### src/rtl/timer_report.sv
// Snapshots the millisecond timer status on a trigger and streams it
// as an ASCII frame ("T", ena, ovflw, 4 hex digits, optional CRLF).
module timer_report #(
    parameter bit HEX_UPPER = 1'b1,
    parameter bit SEND_CRLF = 1'b1
) (
    input  logic        clk,
    input  logic        rst,
    input  logic        trig,
    input  logic [17:0] tmr_din,
    output logic [7:0]  tx_data,
    output logic        tx_valid,
    input  logic        tx_ready,
    output logic        busy,
    output logic        done,
    input  logic        clr_drop,
    output logic [7:0]  dropped
);

    localparam logic [3:0] LAST_IDX = SEND_CRLF ? 4'd8 : 4'd6;

    typedef enum logic {IDLE, SEND} state_e;

    state_e      state_q;
    logic [17:0] snap_q;
    logic [3:0]  idx_q;
    logic [7:0]  data_q;
    logic        valid_q;
    logic        busy_q;
    logic [7:0]  drop_q;
    logic [7:0]  drop_d;

    logic xfer;
    logic last_xfer;
    logic start;
    logic drop_hit;

    function automatic logic [7:0] hex_ascii(input logic [3:0] n);
        if (n < 4'd10) begin
            return 8'h30 + {4'd0, n};
        end
        return (HEX_UPPER ? 8'h37 : 8'h57) + {4'd0, n};
    endfunction

    function automatic logic [7:0] frame_byte(
        input logic [17:0] snap,
        input logic [3:0]  idx
    );
        logic [7:0] b;
        b = 8'h00;
        case (idx)
            4'd0:    b = 8'h54;
            4'd1:    b = {7'b0011000, snap[17]};
            4'd2:    b = {7'b0011000, snap[16]};
            4'd3:    b = hex_ascii(snap[15:12]);
            4'd4:    b = hex_ascii(snap[11:8]);
            4'd5:    b = hex_ascii(snap[7:4]);
            4'd6:    b = hex_ascii(snap[3:0]);
            4'd7:    b = 8'h0D;
            4'd8:    b = 8'h0A;
            default: b = 8'h00;
        endcase
        return b;
    endfunction

    assign xfer      = valid_q & tx_ready;
    assign last_xfer = xfer & (idx_q == LAST_IDX);
    // A trigger landing on the final transfer chains a new frame
    assign start     = trig & ((state_q == IDLE) | last_xfer);
    assign drop_hit  = trig & busy_q & ~last_xfer;

    always_comb begin
        drop_d = drop_q;
        if (clr_drop) begin
            drop_d = {7'd0, drop_hit};
        end else if (drop_hit && drop_q != 8'hFF) begin
            drop_d = drop_q + 8'd1;
        end
    end

    always_ff @(posedge clk or posedge rst) begin
        if (rst) begin
            state_q <= IDLE;
            snap_q  <= '0;
            idx_q   <= '0;
            data_q  <= '0;
            valid_q <= 1'b0;
            busy_q  <= 1'b0;
            drop_q  <= '0;
        end else begin
            drop_q <= drop_d;
            if (start) begin
                state_q <= SEND;
                snap_q  <= tmr_din;
                idx_q   <= 4'd0;
                data_q  <= 8'h54;
                valid_q <= 1'b1;
                busy_q  <= 1'b1;
            end else if (last_xfer) begin
                state_q <= IDLE;
                valid_q <= 1'b0;
                busy_q  <= 1'b0;
            end else if (xfer) begin
                idx_q  <= idx_q + 4'd1;
                data_q <= frame_byte(snap_q, idx_q + 4'd1);
            end
        end
    end

    assign tx_data  = data_q;
    assign tx_valid = valid_q;
    assign busy     = busy_q;
    assign done     = last_xfer;
    assign dropped  = drop_q;

endmodule

### config.mk
export PLATFORM = sky130hd
export DESIGN_NAME = timer_report
export DESIGN_NICKNAME = d
export VERILOG_FILES = /design/src/rtl/timer_report.sv
export SDC_FILE = /design/constraint.sdc
export NUM_CORES = 1
export LEC_CHECK = 0
export ABC_AREA = 1
export CAP_MARGIN = 15
export CORE_UTILIZATION = 57
export CTS_CLUSTER_DIAMETER = 200
export CTS_CLUSTER_SIZE = 40
export DETAILED_ROUTE_END_ITERATION = 16
export PLACE_DENSITY = 0.9
export SKIP_LAST_GASP = 1
export SYNTH_ARGS = -nofsm -noshare
export SYNTH_HDL_FRONTEND = slang
export SYNTH_SLANG_ARGS = --single-unit
### constraint.sdc
create_clock -name clk -period 3.8 [get_ports clk]
set_clock_uncertainty 0.05 [all_clocks]
set_input_delay 1.14 -clock clk [delete_from_list [all_inputs] [get_ports clk]]
set_output_delay 1.14 -clock clk [all_outputs]
set_load 0.005 [all_outputs]
Yosys cells after proc, flatten, opt, wreduce, memory -nomap -nowiden
Index checks and enable logic that the tools add are counted.
Widths: inputs -> output; s select.

storage, ports and cells
  bits in latches = 0
  bits in writable memories = 0
  ROM bits = 0
  register bits after elaboration = 39
  bits of input ports = 23
  output and inout bits = 19
  memories kept = 0

operators by class
  bitwise gates (word level) = 8
  $mul = 0
  mux-type cells = 39
  divide/modulo/power cells = 0
  shift operators = 0
  reduce and logical (&&, ||, !) cells = 6
  magnitude comparators = 4
  equality and inequality tests = 11
  add/sub/neg operators = 10

operators with widths
  cell                 number
  $mux 8               13
  $pmux 8 s9           1
  $add 6x4->7 const A  8
  $mux 1               22
  $eq 4x3->1 const B   4
  $lt 4x4->1 const B   4
  $mux 4               3
  $add 8x1->8 const B  1
  $eq 4x2->1 const B   2
  $eq 4x4->1 const B   2
  $ne 8x8->1 const B   1
  $reduce_bool 2->1    3
  $and 1x1->1          5
  $add 4x1->4 const B  1
  $eq 4x1->1 const B   1
  $logic_not 4->1      1
  $ne 2x1->1 const B   1
  $not 1->1            2
  $reduce_and 2->1     1
  $logic_and 1x1->1    1
  $or 1x1->1           1

Depth between registers and ports, before layout
Gate-level depths: netlist of run 1.

  depth in word-level cells = 11
  mapped depth = 13
  gate-level depth less buffers = 13

Worst setup path after synthesis of run 1
No wires, ideal clock.

  kind = input port to output port
  start point = input tx_ready
  end point = output done
  stages on the path = 2
  buffers on the path = 0
  data required time = 2,610 ps
  data arrival time = 1,359 ps
  slack = 1,251 ps
  cells stage by stage = nand2_1 -> nor2_1

between the ends
  word-level cells in the longest chain between the ends = 2

ends and longest elaborated chain
  element      RTL line  text
  from (decl)  13        input logic tx_ready,
  $and 1x1->1  66        assign xfer = valid_q & tx_ready;
  $and 1x1->1  67        assign last_xfer = xfer & (idx_q == LAST_IDX);
  to (decl)    15        output logic done,

Every way passes these cells.

Worst setup path in the final report of run 1
Ends and elaborated chain as after synthesis.

==> out/metrics.csv, run 1 <==
stage,metric,value,unit
outcome,result of the run,finished clean,
clocking,clock-pin transition on the worst setup and hold timing paths,0.07,ns
min_path,endpoint with the worst hold slack,snap_q[17]$_DFFE_PP0P_,
synthesis,post-synthesis average cell area,7.148,um^2
synthesis,post-synth top area cell,sky130_fd_sc_hd__dfrtp_1,
route,via/cell ratio,5.313,
placed_design,half-perimeter wire length after placement,4230,um
synthesis,top flip-flop cell by instance count after synthesis,sky130_fd_sc_hd__dfrtp_1,
die,total number of placement rows,23,
setup_path,r2r worst-path depth,8,
die,initial core utilization,0.6035,
timing,fmax,0.2861,GHz
power_and_ir_drop,peak supply drop,0.0004176,V
synthesis,most frequent cells after synthesis,"104 x sky130_fd_sc_hd__nand2_1, 49 x sky130_fd_sc_hd__inv_1, 38 x sky130_fd_sc_hd__dfrtp_1",
setup_path,CP startpoint kind,primary input,
die,I/O Pins,42,
timing,number of pins with negative max-slew slack in the final report,0,
placed_design,port buffer count,40,
die,core area,4086,um^2
synthesis,unique cell type count in the Yosys netlist,31,
timing,endpoints failing setup,0,
global_routing,first-pass GRT wire length,9128,um
setup_path,worst setup slack for register-to-register paths,1.47,ns
power_and_ir_drop,power density over cell area,722.5,nW/um^2
global_routing,maximum number of pins on one net before global-route repair,39,
setup_path,critical path peak fanout,3,
layout,P&R area growth vs syn,21.66,%
min_path,type of the most critical hold path,reg2reg,
global_routing,final global-route overflow total,0,
route,Starting DRT DRC Count,161,
route,number of DRC violations after detailed routing,0,
setup_path,worst path required time,2.61,ns
clocking,largest buffer count on any clock path,2,
route,total wirelength of the detailed-routed design,5592,um
synthesis,top post-synthesis cells by area,"sky130_fd_sc_hd__dfrtp_1 39%, sky130_fd_sc_hd__nand2_1 16%, sky130_fd_sc_hd__inv_1 7.5%, sky130_fd_sc_hd__ha_1 5.1%, sky130_fd_sc_hd__nand3_1 5.1%",
synthesis,Yosys Warn Count,0,
run,max-cap check violation count,0,
setup_path,Crit Reg-Reg Endpoint,snap_q[10]$_DFFE_PP0P_,
clocking,number of buffers added by the clock tree synthesis step,5,
clocking,number of setup buffers added after CTS,0,
timing,final critical-path required period,3.495,ns
timing,"Hold Vio Cnt, Final",0,
timing,setup repair after global routing missed its margin,false,
synthesis,number of enable-type register cells in the synthesized netlist,0,
synthesis,fraction of registers with async set/reset,1.000,
placed_design,routability congestion estimate from global placement,0.9248,
die,die outline height,67.78,um
power_and_ir_drop,static power due to leakage,1.511,nW
global_routing,vias in the first global route,2095,
synthesis,synthesized net count,378,
placed_design,post-placement worst setup slack,0.2977,ns
setup_path,Most Frequent Cell on Critical Path,sky130_fd_sc_hd__clkdlybuf4s50_1,
synthesis,sequential-to-total area share from yosys stat,0.3856,
die,Die Footprint,4593,um^2
setup_path,delay of the slowest cell on the worst path,0.50,ns
clocking,hold_buf cts,0,
route,total via count after detailed routing,2327,
layout,post-route core utilization,0.7342,
setup_path,Worst R2R Start,idx_q[0]$_DFFE_PP0P_,
clocking,number of clock sinks,38,
clocking,CTS HTree Levels,2,
layout,share of final-layout standard cells stronger than drive strength 1,0.06959,
min_path,WHS Path Cells,2,
timing,final worst-path setup slack,0.3047,ns
layout,number of nets in the final layout,421,
setup_path,worst-path cell with the longest stage delay,sky130_fd_sc_hd__clkdlybuf4s50_1,
synthesis,area share of the leading cell type in the synthesized netlist,0.3856,
timing,post-route setup TNS,0,ns
setup_path,Crit. End Element,output pin,
setup_path,count of buffer and inverter cells on the critical path,2,
setup_path,CP cell instances,"clkdlybuf4s50_1, nand2_1, nor2_1, clkdlybuf4s50_1",
clocking,buffer cell driving the clock tree root,sky130_fd_sc_hd__clkbuf_8,
layout,antenna diode instance count,0,
clocking,Resize count post-CTS,0,
global_routing,number of antenna violations at the first check in global routing,0,
timing,"Period Utilization, post-route",0.9198,
setup_path,"CP delay by family, top",buffers and inverters,
route,Routed wire per std cell,12.77,um
setup_path,Worst Setup Path Type,in2out,
clocking,CTS tree,done,
route,antenna violation net count after detailed routing,0,
synthesis,total standard cell area after synthesis,2466,um^2
die,die span in x,67.78,um
global_routing,total global routing track utilization,0.2719,
setup_path,Arrival @ worst endpoint,2.31,ns
synthesis,most frequently used cell type in the post-synthesis netlist,sky130_fd_sc_hd__nand2_1,
min_path,hold path startpoint,snap_q[17]$_DFFE_PP0P_,
synthesis,number of instances in the synthesized netlist,345,
synthesis,flip-flop and latch count after synthesis,38,
clocking,insertion delay of the later-clocked pin in the worst-skew pair,0.29,ns
route,detailed-routing iteration count for the pre-antenna-repair pass,5,
layout,Filler Cells Inserted,327,
timing,final worst hold slack,0.4332,ns
==> final cells by class <==
class | count | area [um^2] | area share
tap | 50 | 62.56 | 0.02085
timing repair buffer | 42 | 415.4 | 0.1384
clock buffer | 6 | 82.58 | 0.02752
clock inverter | 1 | 30.03 | 0.01001
multi-input combinational | 250 | 1262 | 0.4208
sequential | 38 | 950.9 | 0.3169
inverter | 51 | 196.4 | 0.06547
==> through the flow <==
step / std cells / total power (W) / cell area (um^2)
after floorplan: 345 / 0.001495 / 2466
after global placement: 431 / 0.001759 / 2888
after detailed placement: 431 / 0.001807 / 2888
after CTS: 438 / 0.002169 / 3000
after global routing: 438 / 0.002359 / 3000
final: 438 / 0.002168 / 3000
==> flip-flops by register name (all words and copies together), names as in the netlist <==
name,flops
dropped,8
snap_q,18
idx_q,4
busy,1
tx_data,7
==> worst register-to-register path, stage by stage, from the launching register on <==
cell and delay [ns]:
sky130_fd_sc_hd__dfrtp_1 0.47, sky130_fd_sc_hd__inv_1 0.15, sky130_fd_sc_hd__ha_1 0.34, sky130_fd_sc_hd__nand3_2 0.14
sky130_fd_sc_hd__o21ai_2 0.17, sky130_fd_sc_hd__inv_1 0.09, sky130_fd_sc_hd__nor2_4 0.35, sky130_fd_sc_hd__buf_4 0.32
sky130_fd_sc_hd__o21ai_0 0.13
==> where the power goes <==
group | switching [W] | internal [W] | total, W
Combinational | 0.000712 | 0.000424 | 0.00114
Clock | 0.000143 | 0.000210 | 0.000354
Sequential | 0.000125 | 0.000554 | 0.000679
==> worst max path at each step <==
stage | depth (start not counted) | startpoint | to | slack (ns)
2_1_floorplan | 2 | tx_ready | done | 1.25
3_3_place_gp | 4 | tx_ready | done | 0.32
3_5_place_dp | 4 | tx_ready | done | 0.30
4_1_cts | 4 | tx_ready | done | 0.30
5_1_grt | 4 | tx_ready | done | 0.23
6_report | 4 | tx_ready | done | 0.30
==> layer usage <==
metal | vias up | routed length (um) | track usage | part of all wire
met4 | 0 | 109 | 0.1250 | 0.019
met1 | 1058 | 2446 | 0.3383 | 0.44
met2 | 75 | 2715 | 0.4567 | 0.49
met3 | 13 | 321 | 0.04561 | 0.057
met5 | - | 0 | 0 | 0
li1 | 1181 | - | - | -
==> logic make-up (layout without fill, tap and decap cells) <==
family / Yosys count / in the layout / synth area share
simple gates: 183 / 183 / 0.3288
buf+inv: 57 / 100 / 0.1025
compound gates: 53 / 53 / 0.1202
flops: 38 / 38 / 0.3856
fa+ha+maj: 10 / 10 / 0.05074
xor+xnor: 3 / 3 / 0.01066
other cells: 1 / 1 / 0.001521
==> placed cells by master, fill, tap and decap left out, types with 3 or more instances in the layout <==
cell	count
sky130_fd_sc_hd__o21ai_0	22
sky130_fd_sc_hd__dfrtp_1	38
sky130_fd_sc_hd__nor2_2	6
sky130_fd_sc_hd__ha_1	10
sky130_fd_sc_hd__o21ai_1	8
sky130_fd_sc_hd__clkbuf_8	6
sky130_fd_sc_hd__nand4_1	5
sky130_fd_sc_hd__nand2_1	104
sky130_fd_sc_hd__inv_1	49
sky130_fd_sc_hd__nand3_1	25
sky130_fd_sc_hd__nor2_1	31
sky130_fd_sc_hd__a21oi_1	13
sky130_fd_sc_hd__xor2_1	3
sky130_fd_sc_hd__clkdlybuf4s50_1	40
No activity file was read; power rests on OpenSTA's default activity.
==> inputs of run 2 (changes only) <==
--- a/config.mk
+++ b/config.mk
@@ -11,7 +11,8 @@
 export CTS_CLUSTER_DIAMETER = 200
 export CTS_CLUSTER_SIZE = 40
 export DETAILED_ROUTE_END_ITERATION = 16
-export PLACE_DENSITY = 0.9
+export PLACE_DENSITY = 0.94
+export SETUP_SLACK_MARGIN = 0.15
 export SKIP_LAST_GASP = 1
 export SYNTH_ARGS = -nofsm -noshare
 export SYNTH_HDL_FRONTEND = slang
==> out/metrics.csv, run 2 (synthesis results as in run 1) <==
stage,metric,value,unit
die,die outline height,67.78,um
layout,Reg with most FFs,snap_q,
power_and_ir_drop,peak supply drop,0.0003747,V
layout,post-layout instance count excluding filler cells,438,
power_and_ir_drop,combinational power share,0.525,
timing,post-route setup TNS,0,ns
clocking,CTS HTree Levels,2,
setup_path,Worst Setup Path Type,in2out,
timing,"Hold Vio Cnt, Final",0,
setup_path,Worst R2R Start,idx_q[0]$_DFFE_PP0P_,
layout,max FFs per register,18,
global_routing,total global routing track utilization,0.2882,
power_and_ir_drop,portion of total power attributed to the clock network,0.164,
global_routing,vias in the first global route,2184,
timing,fmax,0.2855,GHz
die,core area,4086,um^2
timing,setup repair after global routing missed its margin,false,
placed_design,half-perimeter wire length after placement,4337,um
setup_path,delay of the slowest cell on the worst path,0.50,ns
setup_path,Crit. End Element,output pin,
clocking,hold_buf cts,0,
clocking,insertion delay of the later-clocked pin in the worst-skew pair,0.30,ns
timing,final worst hold slack,0.4318,ns
min_path,endpoint with the worst hold slack,snap_q[17]$_DFFE_PP0P_,
setup_path,critical path peak fanout,3,
placed_design,routability congestion estimate from global placement,0.9416,
global_routing,final global-route overflow total,0,
layout,"commonest non-fill, non-tap cell in the layout",sky130_fd_sc_hd__nand2_1,
min_path,WHS Path Cells,2,
global_routing,first-pass GRT wire length,9660,um
run,max-cap check violation count,0,
clocking,Resize count post-CTS,0,
timing,final critical-path required period,3.503,ns
setup_path,CP startpoint kind,primary input,
timing,"Period Utilization, post-route",0.9218,
setup_path,worst-path cell with the longest stage delay,sky130_fd_sc_hd__clkdlybuf4s50_1,
clocking,number of buffers added by the clock tree synthesis step,5,
outcome,result of the run,finished clean,
setup_path,worst setup slack for register-to-register paths,1.41,ns
timing,endpoints failing setup,0,
clocking,number of setup buffers added after CTS,0,
global_routing,number of antenna violations at the first check in global routing,0,
power_and_ir_drop,switching power as a share of total power,0.4545,
clocking,CTS tree,done,
power_and_ir_drop,fraction of power consumed by sequential logic,0.312,
layout,P&R area growth vs syn,21.66,%
layout,antenna diode instance count,0,
die,die span in x,67.78,um
route,detailed-routing iteration count for the pre-antenna-repair pass,5,
power_and_ir_drop,static power due to leakage,1.511,nW
setup_path,Arrival @ worst endpoint,2.31,ns
timing,number of pins with negative max-slew slack in the final report,0,
setup_path,r2r worst-path depth,9,
clocking,number of clock sinks,38,
die,Die Footprint,4593,um^2
layout,"leading cell types in the layout, fill and taps excluded","104 x sky130_fd_sc_hd__nand2_1, 49 x sky130_fd_sc_hd__inv_1, 40 x sky130_fd_sc_hd__clkdlybuf4s50_1",
global_routing,maximum number of pins on one net before global-route repair,39,
clocking,buffer cell driving the clock tree root,sky130_fd_sc_hd__clkbuf_8,
setup_path,"CP delay by family, top",buffers and inverters,
setup_path,Most Frequent Cell on Critical Path,sky130_fd_sc_hd__clkdlybuf4s50_1,
placed_design,instance count after placement with tap cells included,431,
min_path,type of the most critical hold path,reg2reg,
layout,number of nets in the final layout,421,
route,Starting DRT DRC Count,179,
route,number of DRC violations after detailed routing,0,
route,antenna violation net count after detailed routing,0,
die,initial core utilization,0.6035,
placed_design,port buffer count,40,
power_and_ir_drop,Internal Pwr Total,0.001190,W
setup_path,worst path required time,2.61,ns
die,total number of placement rows,23,
route,Routed wire per std cell,13.29,um
setup_path,Crit Reg-Reg Endpoint,idx_q[0]$_DFFE_PP0P_,
route,via/cell ratio,5.432,
route,total wirelength of the detailed-routed design,5822,um
clocking,clock-pin transition on the worst setup and hold timing paths,0.07,ns
die,I/O Pins,42,
power_and_ir_drop,power density over cell area,726.8,nW/um^2
power_and_ir_drop,switching power,0.0009912,W
layout,share of final-layout standard cells stronger than drive strength 1,0.06959,
setup_path,CP cell instances,"clkdlybuf4s50_1, nand2_1, nor2_1, clkdlybuf4s50_1",
setup_path,count of buffer and inverter cells on the critical path,2,
clocking,largest buffer count on any clock path,2,
route,total via count after detailed routing,2379,
min_path,hold path startpoint,snap_q[17]$_DFFE_PP0P_,
-- run 2: final cells by class --
cell class | count | area, um^2
clock buffer | 6 | 82.58
tap | 50 | 62.56
multi-input combinational | 250 | 1262
clock inverter | 1 | 30.03
fill | 313 | 1086
inverter | 51 | 196.4
sequential | 38 | 950.9
timing repair buffer | 42 | 415.4
-- run 2: through the flow --
| stage | util | power [W] | setup WS (ns) | instance area [um^2] |
|---|---|---|---|---|
| 6_report | 0.7342 | 0.002181 | 0.2973 | 3000 |
| 5_1_grt | 0.7342 | 0.002377 | 0.2158 | 3000 |
| 3_3_place_gp | 0.7067 | 0.001757 | 0.3103 | 2888 |
| 2_1_floorplan | - | 0.001495 | 1.251 | 2466 |
| 4_1_cts | 0.7342 | 0.002167 | 0.2879 | 3000 |
| 3_5_place_dp | 0.7067 | 0.001801 | 0.2863 | 2888 |
-- run 2: worst min-delay path: cells and delay by family, from the launching register on --
family | cells | cell delay (ns)
flops | 1 | 0.35
simple gates | 2 | 0.11
-- run 2: worst max-delay path by stage --
stage	cells after the start	startpoint	slack, ns	to
6_report	4	tx_ready	0.30	done
3_5_place_dp	4	tx_ready	0.29	done
2_1_floorplan	2	tx_ready	1.25	done
4_1_cts	4	tx_ready	0.29	done
5_1_grt	4	tx_ready	0.22	done
3_3_place_gp	4	tx_ready	0.31	done
-- run 2: per-layer routing --
metal	vias to the layer above	routed length, um	GRT usage
met1	1107	2532	0.3766
met4	0	146	0.1172
met3	14	310	0.05743
li1	1186	-	-
met2	72	2832	0.4641
met5	-	0	0
-- run 2: power groups by stage --
stage	clock (W)	sequential, W	combinational [W]
floorplan	0	0.000657	0.000839
global placement	0	0.000671	0.00109
detailed placement	0	0.000684	0.00112
CTS	0.000359	0.000677	0.00113
global route	0.000377	0.000699	0.00130
finish	0.000357	0.000679	0.00114
==> inputs of run 3 (changes only) <==
--- a/config.mk
+++ b/config.mk
@@ -13,7 +13,6 @@
 export DETAILED_ROUTE_END_ITERATION = 16
 export PLACE_DENSITY = 0.94
 export SETUP_SLACK_MARGIN = 0.15
-export SKIP_LAST_GASP = 1
 export SYNTH_ARGS = -nofsm -noshare
 export SYNTH_HDL_FRONTEND = slang
 export SYNTH_SLANG_ARGS = --single-unit
==> results of run 3 <==
No change in the layout: final DEF, timing and power equal those of run 2.
